`src/rtl/exec_stage.sv`:
```
// exec_stage: execute stage feeding the 8x16 register file write port.
// Single-cycle ALU ops are latched on accept and written back one cycle later.
// Optional iterative shift-add multiplier (opcode 111) is enabled by defining
// EXEC_MUL_EN; without it opcode 111 is a one-cycle no-op.
module exec_stage #(
  parameter int unsigned WIDTH = 16,
  parameter int unsigned AW    = 3
) (
  input  logic             clock,
  input  logic             reset,
  input  logic             in_valid,
  output logic             in_ready,
  input  logic [2:0]       opcode,
  input  logic [AW-1:0]    rd,
  input  logic [WIDTH-1:0] BusA,
  input  logic [WIDTH-1:0] BusB,
  output logic             enable_write,
  output logic [AW-1:0]    RW,
  output logic [WIDTH-1:0] BusW,
  output logic             zero,
  output logic             busy
);

  typedef enum logic [2:0] {
    OP_ADD = 3'b000,
    OP_SUB = 3'b001,
    OP_AND = 3'b010,
    OP_OR  = 3'b011,
    OP_XOR = 3'b100,
    OP_SLL = 3'b101,
    OP_SRL = 3'b110,
    OP_MUL = 3'b111
  } op_e;

  logic accept;

  // Latched single-cycle instruction
  logic             pend_vld_q, pend_vld_d;
  op_e              pend_op_q,  pend_op_d;
  logic [AW-1:0]    pend_rd_q,  pend_rd_d;
  logic [WIDTH-1:0] pend_a_q,   pend_a_d;
  logic [WIDTH-1:0] pend_b_q,   pend_b_d;

  // Registered write-back port
  logic             we_q,   we_d;
  logic [AW-1:0]    rw_q,   rw_d;
  logic [WIDTH-1:0] busw_q, busw_d;
  logic             zero_q, zero_d;

  logic [WIDTH-1:0] alu_res;

`ifdef EXEC_MUL_EN
  typedef enum logic {
    S_IDLE = 1'b0,
    S_MUL  = 1'b1
  } state_e;

  state_e           state_q,  state_d;
  logic [3:0]       cnt_q,    cnt_d;
  logic [WIDTH-1:0] acc_q,    acc_d;
  logic [WIDTH-1:0] mcand_q,  mcand_d;
  logic [WIDTH-1:0] mplier_q, mplier_d;
  logic [WIDTH-1:0] acc_sum;

  assign in_ready = (state_q == S_IDLE) && !reset;
  assign busy     = (state_q == S_MUL);
`else
  assign in_ready = !reset;
  assign busy     = 1'b0;
`endif

  assign accept       = in_valid && in_ready;
  assign enable_write = we_q;
  assign RW           = rw_q;
  assign BusW         = busw_q;
  assign zero         = zero_q;

  // Single-cycle ALU on the latched operands; opcode 111 yields 0 here
  always_comb begin
    alu_res = '0;
    case (pend_op_q)
      OP_ADD:  alu_res = pend_a_q + pend_b_q;
      OP_SUB:  alu_res = pend_a_q - pend_b_q;
      OP_AND:  alu_res = pend_a_q & pend_b_q;
      OP_OR:   alu_res = pend_a_q | pend_b_q;
      OP_XOR:  alu_res = pend_a_q ^ pend_b_q;
      OP_SLL:  alu_res = pend_a_q << pend_b_q[3:0];
      OP_SRL:  alu_res = pend_a_q >> pend_b_q[3:0];
      default: alu_res = '0;
    endcase
  end

  // Next-state: accept latch, write-back selection and multiplier iteration
  always_comb begin
    pend_vld_d = 1'b0;
    pend_op_d  = pend_op_q;
    pend_rd_d  = pend_rd_q;
    pend_a_d   = pend_a_q;
    pend_b_d   = pend_b_q;
    we_d       = 1'b0;
    rw_d       = rw_q;
    busw_d     = busw_q;
    zero_d     = zero_q;

    // rd is latched for every accepted op; the multiplier reuses it at write-back
    if (accept) begin
      pend_op_d = op_e'(opcode);
      pend_rd_d = rd;
      pend_a_d  = BusA;
      pend_b_d  = BusB;
`ifdef EXEC_MUL_EN
      pend_vld_d = (opcode != OP_MUL);
`else
      pend_vld_d = 1'b1;
`endif
    end

    if (pend_vld_q) begin
      we_d   = (pend_rd_q != '0) && (pend_op_q != OP_MUL);
      rw_d   = pend_rd_q;
      busw_d = alu_res;
      zero_d = (alu_res == '0);
    end

`ifdef EXEC_MUL_EN
    state_d  = state_q;
    cnt_d    = cnt_q;
    acc_d    = acc_q;
    mcand_d  = mcand_q;
    mplier_d = mplier_q;
    acc_sum  = acc_q + (mplier_q[0] ? mcand_q : '0);
    case (state_q)
      S_IDLE: begin
        if (accept && (opcode == OP_MUL)) begin
          acc_d    = '0;
          mcand_d  = BusA;
          mplier_d = BusB;
          cnt_d    = '0;
          state_d  = S_MUL;
        end
      end
      S_MUL: begin
        acc_d    = acc_sum;
        mcand_d  = mcand_q << 1;
        mplier_d = mplier_q >> 1;
        cnt_d    = cnt_q + 4'd1;
        // The 16th iteration's sum goes straight to the write-back port
        if (cnt_q == 4'd15) begin
          state_d = S_IDLE;
          we_d    = (pend_rd_q != '0);
          rw_d    = pend_rd_q;
          busw_d  = acc_sum;
          zero_d  = (acc_sum == '0);
        end
      end
      default: state_d = S_IDLE;
    endcase
`endif
  end

  // State registers with synchronous reset; reset aborts any multiply
  always_ff @(posedge clock) begin
    if (reset) begin
      pend_vld_q <= 1'b0;
      pend_op_q  <= OP_ADD;
      pend_rd_q  <= '0;
      pend_a_q   <= '0;
      pend_b_q   <= '0;
      we_q       <= 1'b0;
      rw_q       <= '0;
      busw_q     <= '0;
      zero_q     <= 1'b0;
`ifdef EXEC_MUL_EN
      state_q    <= S_IDLE;
      cnt_q      <= '0;
      acc_q      <= '0;
      mcand_q    <= '0;
      mplier_q   <= '0;
`endif
    end else begin
      pend_vld_q <= pend_vld_d;
      pend_op_q  <= pend_op_d;
      pend_rd_q  <= pend_rd_d;
      pend_a_q   <= pend_a_d;
      pend_b_q   <= pend_b_d;
      we_q       <= we_d;
      rw_q       <= rw_d;
      busw_q     <= busw_d;
      zero_q     <= zero_d;
`ifdef EXEC_MUL_EN
      state_q    <= state_d;
      cnt_q      <= cnt_d;
      acc_q      <= acc_d;
      mcand_q    <= mcand_d;
      mplier_q   <= mplier_d;
`endif
    end
  end

endmodule

```
`config.mk`:
```
export PLATFORM = sky130hd
export DESIGN_NAME = exec_stage
export DESIGN_NICKNAME = d
export VERILOG_FILES = /design/src/rtl/exec_stage.sv
export SDC_FILE = /design/constraint.sdc
export NUM_CORES = 1
export LEC_CHECK = 0
export CORE_MARGIN = 8
export CORE_UTILIZATION = 25
export DETAILED_ROUTE_END_ITERATION = 8
export MAX_ROUTING_LAYER = met4
export PLACE_DENSITY_LB_ADDON = 0.12
export SYNTH_ARGS = -nofsm -noshare
export SYNTH_HDL_FRONTEND = slang
export SYNTH_SLANG_ARGS = --single-unit
```
`constraint.sdc`:
```
create_clock -name clock -period 8.5 [get_ports clock]
set_clock_uncertainty 0.15 [all_clocks]
set_input_delay 2.125 -clock clock [delete_from_list [all_inputs] [get_ports clock]]
set_output_delay 2.125 -clock clock [all_outputs]
set_load 0.02 [all_outputs]
```
# Word level (Yosys, flattened, before mapping)
# Index checks and enable logic that the tools add are counted.
word_totals:
  regBits: 60
  elab_cells: 33
  inputBits: 41
  out_inout_bits: 23
classes:
  n_mux: 2
  add_sub_neg: 2
  n_shift: 2
  n_reduce_logical: 7
  bitwise: 4
  eq_ne: 7
ops:
  columns: ["op", "count"]
  rows:
  - ["case mux 16 bit (7 select lines)", 1]
  - ["adder 16 bit", 1]
  - ["AND 16 bit", 1]
  - ["zero test 16 bit", 1]
  - ["bitwise OR 16 bit", 1]
  - ["<< shifter 16 x 4 -> 16 bit", 1]
  - [">> shifter 16 x 4 -> 16 bit", 1]
  - ["subtractor 16 bit", 1]
  - ["bitwise XOR 16 bit", 1]
  - ["equality test 3 bit (second input constant)", 3]
  - ["equality test 3 x 2 -> 1 bit (second input constant)", 2]
  - ["equality test 3 x 1 -> 1 bit (second input constant)", 1]
  - ["zero test 3 bit", 1]
  - ["!= test 3 bit (second input constant)", 1]
  - ["nonzero test 3 bit", 1]
  - ["logical AND 1 bit", 2]
  - ["OR reduction 2 bit", 1]
  - ["zero test 1 bit", 1]
  - ["2-to-1 mux 1 bit", 1]
  - ["NOT 1 bit", 1]

# Logic depth before layout (Yosys ltp)
# Gate-level depths: netlist (run 1).
depth:
  ltp_word: 3
  mapped_depth: 20
  ltp_nobuf: 16

# Least setup slack after synthesis (run 1)
# OpenSTA, ideal clock, no wires.
synth_timing:
  path_type: "in2out"
  startpoint: "input reset"
  endpoint: "output in_ready"
  slack_ns: 3.799
  required_time_ns: 6.225
  path_buffers: 1
  stages: 2
  arrival_ns: 2.426
  cell_sequence: "clkbuf_1 -> inv_1"
synth_between:
  elab_chain_len: 1
synth_lines:
  columns: ["item", "line", "text"]
  rows:
  - ["start: declaration", "10", "input logic reset,"]
  - ["zero test 1 bit", "68", "assign in_ready = !reset;"]
  - ["end: declaration", "12", "output logic in_ready,"]
# No other way between the ends.

# Final worst setup path (run 1)
# Same ends and word-level chain as after synthesis.

==> out/results.ini, run 1 <==
[die]
die_w_um = 168
rows = 55
io_pins = 64
core_sq_um = 22600
die_height_um = 168
die_area_sq_um = 28100
start_util = 0.254

[logic_synthesis]
syn_inst = 695
yosys.area.top_type = dfxtp_1
ys_seq_area_frac = 0.209
synth_edf_count = 0
yosysUniqueCellTypes = 72
ys.flop_type = dfxtp_1
synthesis.nets = 786
synth_area_leaders = dfxtp_1 21%, mux2i_1 12%, ha_1 11%, mux4_2 8.2%, nor2_1 7.5%
syn_area_per_cell_sq_um = 8.26
synth_top_area_frac = 0.209
ys_seq_elements = 60
synthTopCellsByCount = 115 x nor2_1, 67 x mux2i_1, 60 x dfxtp_1
synthArstFlopShare = 0
synth_area_sq_um = 5740
yosysMostFrequentCell = nor2_1
ys_warn_count = 0

[clock_network]
cts_max_path_buffers = 2
cts_made_buffers = 9
cts-resized-gates = 0
postCtsSetupBuffers = 0
clk_pin_slew_ps = 60
cts.sinks = 60
cts_tree = built
htree_levels = 3
root_buffer = clkbuf_16
clock_latency_ps = 350
hold_buffers = 0

[critical_path]
cp-start-kind = input port
cp.required_ps = 6230
worstReg2RegEnd = zero
worstPathMaxFanout = 60
critPathKind = input port to output port
r2r_cells = 16
reg2reg_slack_ps = 3310
cp.arrival_ps = 3470
cp-end-kind = output port
r2r_start = pend_b_q[2]

[timing]
min_period_ps = 5750
slew_viol_final = 0
fin_tns_setup_ps = 0
tightest_slew_ps = 920
slew_headroom = 0.385
fin_ws_ps = 2750
max_clock_freq_mhz = 174
setup_viol = 0
grt_setup_unrepaired = no
fin_crit_sh = 0.676
timing.final.hold_violations = 0

[power_and_ir_drop]
power_density_nw_per_um2 = 162
vdd_ir_drop_max_v = 0.0000806
power_leakage_nw = 2.70

[placed_design]
preCtsSetupSlack_ps = 2680
port_buffers = 62
gp_congestion = 0.867
hpwl_mm = 15.8

[route]
wirelength_mm = 21.4
via_count = 5289
post-route-drc-count = 0
routed_via_density = 5.23
drt_iter0_drc = 508
ant_nets = 0
dr.pass1.iters = 5
avgRoutedWirePerCell_um = 21.2

[grt]
grt_pass1_wl_mm = 32.9
track_usage = 0.155
grt_pass1_vias = 5218
antenna_found_initial = 0
grt.overflow.total = 0
grt_max_degree = 61

[min_path]
whs_endpoint = enable_write
holdCritStartpoint = pend_op_q[0]
whs_path_depth = 1
hold_path_class = flip-flop to flip-flop

[outcome]
outcome = complete, no violations

[finish]
area_growth_pct = 19.1
drive_gt1_frac = 0.0909
layout.nets = 812
antennaDiodeCount = 0
utilization = 0.303
n_fill_cell = 2412

[job]
maxCapViolCount = 0

[cell usage in the layout, fill, tap and decap left out, types with 4 or more instances in the layout]
| cell type | instances |
|---|---|
| inv_1 | 39 |
| nor2b_1 | 5 |
| nand2b_1 | 8 |
| mux2i_1 | 67 |
| nor3_1 | 11 |
| o21ai_0 | 23 |
| nor2_1 | 115 |
| a21oi_1 | 25 |
| mux2_2 | 6 |
| o211ai_1 | 5 |
| nand3_1 | 7 |
| clkdlybuf4s50_1 | 60 |
| nor4_1 | 9 |
| clkbuf_16 | 9 |
| nand2_1 | 40 |
| o21a_1 | 5 |
| buf_4 | 11 |
| a31oi_1 | 7 |
| a221o_1 | 6 |
| xnor2_1 | 21 |
| mux4_2 | 21 |
| o22ai_1 | 8 |
| a211oi_1 | 24 |
| nor3b_1 | 4 |
| a21o_1 | 4 |
| dfxtp_1 | 58 |
| ha_1 | 49 |
[routing by layer]
metal | part of all wire | global-route usage
met5 | 0 | -
met1 | 0.50 | 0.218
met4 | 0.021 | 0.0543
met3 | 0.052 | 0.0212
met2 | 0.43 | 0.224
[worst max path at each step]
stage / startpoint / endpoint / slack [ps] / depth (start not counted)
5_1_grt: reset / in_ready / 2620 / 4
4_1_cts: reset / in_ready / 2680 / 4
2_1_floorplan: reset / in_ready / 3800 / 2
6_report: reset / in_ready / 2750 / 4
3_3_place_gp: reset / in_ready / 2720 / 4
3_5_place_dp: reset / in_ready / 2680 / 4
[final cells by class]
cell class,instances,area (sq um),area share
clock buffer,11,253,0.0370
clock inverter,5,58.8,0.00860
inverter,41,154,0.0225
multi-input combinational,536,4120,0.602
sequential,60,1200,0.176
tap,285,357,0.0522
timing repair buffer,73,693,0.101
[sequential cells by signal, summed over array words and instances (netlist names)]
register	flops
pend_vld_q	1
pend_b_q	16
enable_write	1
zero	1
RW	3
pend_a_q	16
pend_op_q	3
pend_rd_q	3
BusW	16
[metrics by stage]
stage	instance area [sq um]	instances	total power [mW]	hold WS (ps)
2_1_floorplan	5740	695	0.595	328
3_3_place_gp	6520	995	0.717	323
3_5_place_dp	6520	995	0.719	319
4_1_cts	6840	1011	1.12	329
5_1_grt	6840	1011	1.17	357
6_report	6840	1011	1.11	326
[worst max-delay path, stage by stage]
cell and delay [ps]:
buf_2 80, buf_4 510, inv_1 170, clkdlybuf4s50_1 580
[kinds of logic after synthesis]
| family | Yosys count | synth area share |
|---|---|---|
| XOR/XNOR | 24 | 0.0366 |
| other | 1 | 0.000653 |
| adder cells (fa/ha/maj) | 50 | 0.110 |
| AO/OA/AOI/OAI | 139 | 0.167 |
| flip-flops | 60 | 0.209 |
| buffers and inverters | 99 | 0.0737 |
| AND/OR/NAND/NOR | 223 | 0.178 |
| multiplexers | 99 | 0.225 |
[where the power goes]
| part | switching (mW) | internal [mW] | leakage (nW) | total [mW] |
|---|---|---|---|---|
| clock network | 0.146 | 0.243 | 0.148 | 0.390 |
| registers | 0.0352 | 0.300 | 0.495 | 0.335 |
| logic | 0.215 | 0.167 | 2.05 | 0.382 |
| total | 0.397 | 0.710 | 2.70 | 1.11 |
Power figures use the tool's default switching activity.
==> inputs of run 2 (changes only) <==
Clock period 8.5 ns to 5.35 ns, I/O delays scaled along.
==> run 2 against run 1 <==
Worst hold slack better by 7.5 ps. Flip-flop and latch count unchanged. Clock-buffer cell count unchanged.
==> out/results.ini, run 2 (same netlist as run 1, synthesis figures left out) <==
[finish]
antennaDiodeCount = 0  ; unchanged
final_cell_mix = 115 x nor2_1, 67 x mux2i_1, 60 x clkdlybuf4s50_1, 58 x dfxtp_1, 49 x ha_1  ; unchanged
n_fill_cell = 2395  ; was 2,412
ff_latch_area_sq_um = 1200  ; unchanged
area_growth_pct = 19.9  ; was 19.1%
fin_area_sq_um = 6880  ; was 6840 sq um
layout.nets = 818  ; was 812
fin_cells = 1017  ; was 1,011
multi_input_area_sq_um = 4120  ; unchanged
layout_commonest_cell = nor2_1  ; unchanged
drive_gt1_frac = 0.0984  ; was 0.0909

[grt]
track_usage = 0.159  ; was 0.155
grt_max_degree = 60  ; was 61
antenna_found_initial = 0  ; unchanged
grt_pass1_vias = 5266  ; was 5,218
grt_pass1_wl_mm = 33.1  ; was 32.9 mm
grt.overflow.total = 0  ; unchanged

[route]
routed_via_density = 5.31  ; was 5.23
dr.pass1.iters = 5  ; unchanged
post-route-drc-count = 0  ; unchanged
ant_nets = 0  ; unchanged
wirelength_mm = 21.8  ; was 21.4 mm
drt_iter0_drc = 538  ; was 508
via_count = 5401  ; was 5,289
avgRoutedWirePerCell_um = 21.5  ; was 21.2 um

[critical_path]
cp-startpoint = pend_b_q[0]  ; was reset
cp.arrival_ps = 4620  ; was 3470 ps
crit_chain = inv_2 > ha_1 > nand2_1 > o21ai_0 > o21a_1 > nand2_1 > xnor2_1 > ha_1 > or4_1 > o2111ai_1 > nor4_1 > o211ai_1 > nor4_1 > nand4_1 > or4b_1 > o32ai_1  ; was buf_2 > buf_4 > inv_1 > clkdlybuf4s50_1
path_depth = 16  ; was 4
r2r_cells = 16  ; unchanged
crit_buf_inv = 1  ; was 4
critPathSlowestCell = or4b_1  ; was clkdlybuf4s50_1
cp-end-kind = flip-flop  ; was output port
cp.required_ps = 5460  ; was 6230 ps
critPathKind = flip-flop to flip-flop  ; was input port to output port
cpLargestDelayFamily = simple AND/OR/NAND/NOR gates  ; was buffers and inverters
cpPeakStageDelay_ps = 530  ; was 580 ps
worstPathMaxFanout = 16  ; was 60
crit_end = zero  ; was in_ready
reg2reg_slack_ps = 840  ; was 3310 ps
worstReg2RegEnd = zero  ; unchanged
r2r_start = pend_b_q[0]  ; was pend_b_q[2]
cp-start-kind = flip-flop  ; was input port

[die]
start_util = 0.254  ; unchanged
die_w_um = 168  ; unchanged
rows = 55  ; unchanged
io_pins = 64  ; unchanged
core_sq_um = 22600  ; unchanged
die_area_sq_um = 28100  ; unchanged
die_height_um = 168  ; unchanged

[timing]
setup_viol = 0  ; unchanged
fin_crit_sh = 0.843
worst_hold_slack_ps = 333  ; was 326 ps
tightest_slew_ps = 836  ; was 920 ps
min_period_ps = 4510
slew_headroom = 0.443  ; was 0.385
timing.final.hold_violations = 0  ; unchanged
fin_tns_setup_ps = 0  ; unchanged
fin_ws_ps = 841  ; was 2750 ps
max_clock_freq_mhz = 222
slew_viol_final = 0  ; unchanged
grt_setup_unrepaired = no  ; unchanged

[clock_network]
cts-resized-gates = 0  ; unchanged
clk_pin_slew_ps = 60  ; about the same
htree_levels = 3  ; unchanged
clock_latency_ps = 350  ; about the same
cts_made_buffers = 9  ; unchanged
postCtsSetupBuffers = 0  ; unchanged
hold_buffers = 0  ; unchanged
cts_max_path_buffers = 2  ; unchanged
cts_tree = built  ; unchanged
root_buffer = clkbuf_16  ; unchanged
cts.sinks = 60  ; unchanged

[placed_design]
gp_congestion = 0.894  ; was 0.867
hpwl_mm = 16.3  ; was 15.8 mm
port_buffers = 62  ; unchanged
detailed_place.area_sq_um = 6570  ; was 6520 sq um
preCtsSetupSlack_ps = 872  ; was 2680 ps
placed_cells = 1001  ; was 995

[power_and_ir_drop]
power_leakage_nw = 2.72  ; was 2.70 nW
power_density_nw_per_um2 = 257  ; was 162 nW/um^2
vdd_ir_drop_max_v = 0.000126  ; was 0.0000806 V

[outcome]
outcome = complete, no violations  ; unchanged

[job]
maxCapViolCount = 0  ; unchanged

[min_path]
hold_path_class = flip-flop to flip-flop  ; unchanged
whs_path_depth = 2  ; was 1

run 2: report_power, final:
group / internal [mW] / switching, mW / leakage, nW
Combinational: 0.269 / 0.352 / 2.08
Sequential: 0.476 / 0.0514 / 0.495
Clock: 0.387 / 0.234 / 0.148
run 2: worst min path at each step:
stage              endpoint    startpoint
4_1_cts             BusW[0]       BusW[0]
3_5_place_dp        BusW[2]       BusW[2]
5_1_grt                zero          zero
6_report            BusW[2]       BusW[2]
3_3_place_gp        BusW[3]       BusW[3]
2_1_floorplan  pend_rd_q[1]  pend_rd_q[1]
run 2: worst reg2reg max path: cells and delay by family (launching register included):
| family | cells | cell delay, ps |
|---|---|---|
| xor+xnor | 1 | 130 |
| flops | 1 | 330 |
| fa+ha+maj | 2 | 690 |
| compound gates | 5 | 1200 |
| buf+inv | 1 | 310 |
| simple gates | 7 | 1630 |
run 2: layer usage:
layer  track usage  routed length (um)
met1         0.210               10500
met3        0.0339                1390
met2         0.224                9150
met5             -                   0
met4        0.0807                 781
run 2: metrics by stage:
step | power (mW) | util
floorplan | 0.946 | -
finish | 1.77 | 0.305
detailed placement | 1.16 | 0.291
CTS | 1.79 | 0.305
global route | 1.87 | 0.305
global placement | 1.16 | 0.291
run 2: final cells by class:
type,count,share of cell area
well taps,285,0.0518
clock buffers,11,0.0367
inverters,41,0.0224
clock inverters,5,0.00855
multi-input cells,536,0.598
flip-flops and latches,60,0.175
repair buffers,79,0.107
==> inputs of run 3 (changes only) <==
Clock period 5.35 ns to 4.35 ns, I/O delays scaled along.
==> run 3 against run 2 <==
Design area is 3.5% higher. Via count is 3.0% higher. Cell count is 3.0% higher. Flip-flop and latch count stayed put. First-iteration DRC count is 16% lower. Global-route usage is 1.3 points higher. Core utilization is 1.1 points higher. Critical endpoint unchanged. Largest cell class unchanged. Highest routed layer unchanged.
==> out/results.ini, run 3 (same netlist as run 1, synthesis figures left out) <==
[outcome]
outcome = complete, no violations  ; unchanged

[grt]
met1_usage = 0.234  ; was 0.210
grtUsageMet3 = 0.0289  ; was 0.0339
grt.overflow.total = 0  ; unchanged
grt_max_degree = 60  ; unchanged
antenna_found_initial = 1  ; was 0
grt_pass1_wl_mm = 35.5  ; was 33.1 mm
grt_pass1_vias = 5461  ; was 5,266
track_usage = 0.172  ; was 0.159
grt_use_met2 = 0.249  ; was 0.224
grt.busiest_layer = met2  ; unchanged

[critical_path]
cpPeakStageDelay_ps = 520  ; was 530 ps
critPathKind = flip-flop to flip-flop  ; unchanged
cp.required_ps = 4450  ; was 5460 ps
worstPathMaxFanout = 5  ; was 16
cp.arrival_ps = 4170  ; was 4620 ps
cp-start-kind = flip-flop  ; unchanged
path_common_cell = o21ai_0
crit_buf_inv = 0  ; was 1
critPathSlowestCell = or4b_1  ; unchanged
crit_chain = nor2_1 > and2_1 > nor2_1 > xnor2_1 > ha_1 > o21ai_0 > a21oi_1 > o21ai_0 > o21ai_0 > xor2_1 > a21oi_1 > nand3_1 > or4b_1 > o32ai_1  ; was inv_2 > ha_1 > nand2_1 > o21ai_0 > o21a_1 > nand2_1 > xnor2_1 > ha_1 > or4_1 > o2111ai_1 > nor4_1 > o211ai_1 > nor4_1 > nand4_1 > or4b_1 > o32ai_1
cpLargestDelayFamily = compound AO/OA/AOI/OAI gates  ; was simple AND/OR/NAND/NOR gates
cp-end-kind = flip-flop  ; unchanged

[power_and_ir_drop]
power.switching_uw = 833  ; was 637 uW
p_total_mw = 2.24  ; was 1.77 mW
p_int_mw = 1.40  ; was 1.13 mW
power_frac_comb = 0.373  ; was 0.351
power_density_nw_per_um2 = 314  ; was 257 nW/um^2
power_frac_seq = 0.285  ; was 0.298
swShare = 0.372  ; was 0.360
power_leakage_nw = 2.88  ; was 2.72 nW
vdd_ir_drop_max_v = 0.000183  ; was 0.000126 V
clkPwrFrac = 0.343  ; was 0.350

[clock_network]
cts.sinks = 60  ; unchanged
cts_tree = built  ; unchanged
clk_pin_slew_ps = 60  ; about the same
htree_levels = 3  ; unchanged
root_buffer = clkbuf_16  ; unchanged
hold_buffers = 0  ; unchanged
cts_max_path_buffers = 2  ; unchanged
cts_made_buffers = 9  ; unchanged
clock_latency_ps = 360  ; was 350 ps

[timing]
fin_tns_setup_ps = 0  ; unchanged
tightest_slew_ps = 1310  ; was 836 ps
setup_viol = 0  ; unchanged
fin_crit_sh = 0.934  ; was 0.843
min_period_ps = 4060  ; was 4510 ps
slew_viol_final = 0  ; unchanged
slew_headroom = 0.117  ; was 0.443
timing.final.hold_violations = 0  ; unchanged
max_clock_freq_mhz = 246  ; was 222 MHz

[finish]
n_fill_cell = 2393  ; was 2,395
layout.nets = 849  ; was 818
antennaDiodeCount = 0  ; unchanged
fin_area_sq_um = 7120  ; was 6880 sq um
ff_latch_area_sq_um = 1200  ; unchanged
final_cell_mix = 115 x nor2_1, 67 x mux2i_1, 60 x clkdlybuf4s50_1, 58 x dfxtp_1, 49 x ha_1  ; unchanged
utilization = 0.315  ; was 0.305
layout_commonest_cell = nor2_1  ; unchanged
area_growth_pct = 24.0  ; was 19.9%
drive_gt1_frac = 0.140  ; was 0.0984
multi_input_area_sq_um = 4130  ; was 4120 sq um
fin_cells = 1048  ; was 1,017

[placed_design]
port_buffers = 62  ; unchanged
gp_congestion = 0.926  ; was 0.894
hpwl_mm = 18.0  ; was 16.3 mm
detailed_place.area_sq_um = 6790  ; was 6570 sq um
placed_cells = 1030  ; was 1,001

[route]
wirelength_mm = 23.7  ; was 21.8 mm
avgRoutedWirePerCell_um = 22.6  ; was 21.5 um
dr.pass1.iters = 5  ; unchanged
via_count = 5562  ; was 5,401
routed_via_density = 5.31  ; about the same
drt_iter0_drc = 451  ; was 538
ant_nets = 0  ; unchanged
post-route-drc-count = 0  ; unchanged

[job]
maxCapViolCount = 0  ; unchanged

[die]
io_pins = 64  ; unchanged
die_area_sq_um = 28100  ; unchanged
start_util = 0.254  ; unchanged
die_height_um = 168  ; unchanged
rows = 55  ; unchanged
die_w_um = 168  ; unchanged
core_sq_um = 22600  ; unchanged

[min_path]
hold_path_class = flip-flop to flip-flop  ; unchanged

-- run 3: changes by cell type in the layout (fill, tap and decap cells not counted), sizes merged --
| cell | before | now |
|---|---|---|
| clkbuf | 11 | 9 |
| clkinvlp | 2 | 0 |
| buf | 19 | 50 |
| clkinv | 1 | 5 |
-- run 3: final cells by class --
type | instances | share of cell area
Clock buffer | 9 | 0.0316
Clock inverter | 7 | 0.0105
Inverter | 41 | 0.0216
Multi-Input combinational cell | 536 | 0.581
Sequential cell | 60 | 0.169
Tap cell | 285 | 0.0501
Timing Repair Buffer | 110 | 0.136
-- run 3: worst reg2reg max path, delay by kind of cell, from the launching register on --
kind,cells,cell delay [ps]
adders and majority gates,1,320
xor gates and xnor gates,2,420
DFF,1,300
AOI/OAI and AO/OA,6,1510
and+or+nand+nor,5,1280
-- run 3: what timing repair did --
action                                 CTS  global route
buffers inserted                         0             2
gates resized for setup                  0             5
endpoints found under the hold margin    0             0
setup endpoints to repair                0             1
-- run 3: path summary, 6_finish.rpt --
check                                  start       to  slack, ps  cells after the start
worst max-delay path            pend_op_q[2]     zero        290                     14
worst min-delay path                 BusW[2]  BusW[2]        330                      2
worst min register to register       BusW[2]  BusW[2]        330                      2
worst max register to register  pend_op_q[2]     zero        290                     14
-- run 3: metrics by stage --
stage	hold WS (ps)	setup WS, ps
floorplan	328	53.1
global placement	320	282
detailed placement	323	138
CTS	336	95.8
global route	359	-33.8
finish	329	286
-- run 3: power by group through the flow --
stage / Clock, mW / Combinational [mW] / Sequential, mW
finish: 0.766 / 0.833 / 0.637
global route: 0.814 / 0.909 / 0.641
CTS: 0.792 / 0.820 / 0.636
detailed placement: 0 / 0.815 / 0.649
global placement: 0 / 0.816 / 0.648
floorplan: 0 / 0.521 / 0.643
-- run 3: routing by layer --
| metal | vias up | wire length (um) |
|---|---|---|
| met4 | 0 | 816 |
| met3 | 34 | 1200 |
| met5 | - | 0 |
| met1 | 2681 | 11600 |
| li1 | 2642 | - |
| met2 | 205 | 10000 |
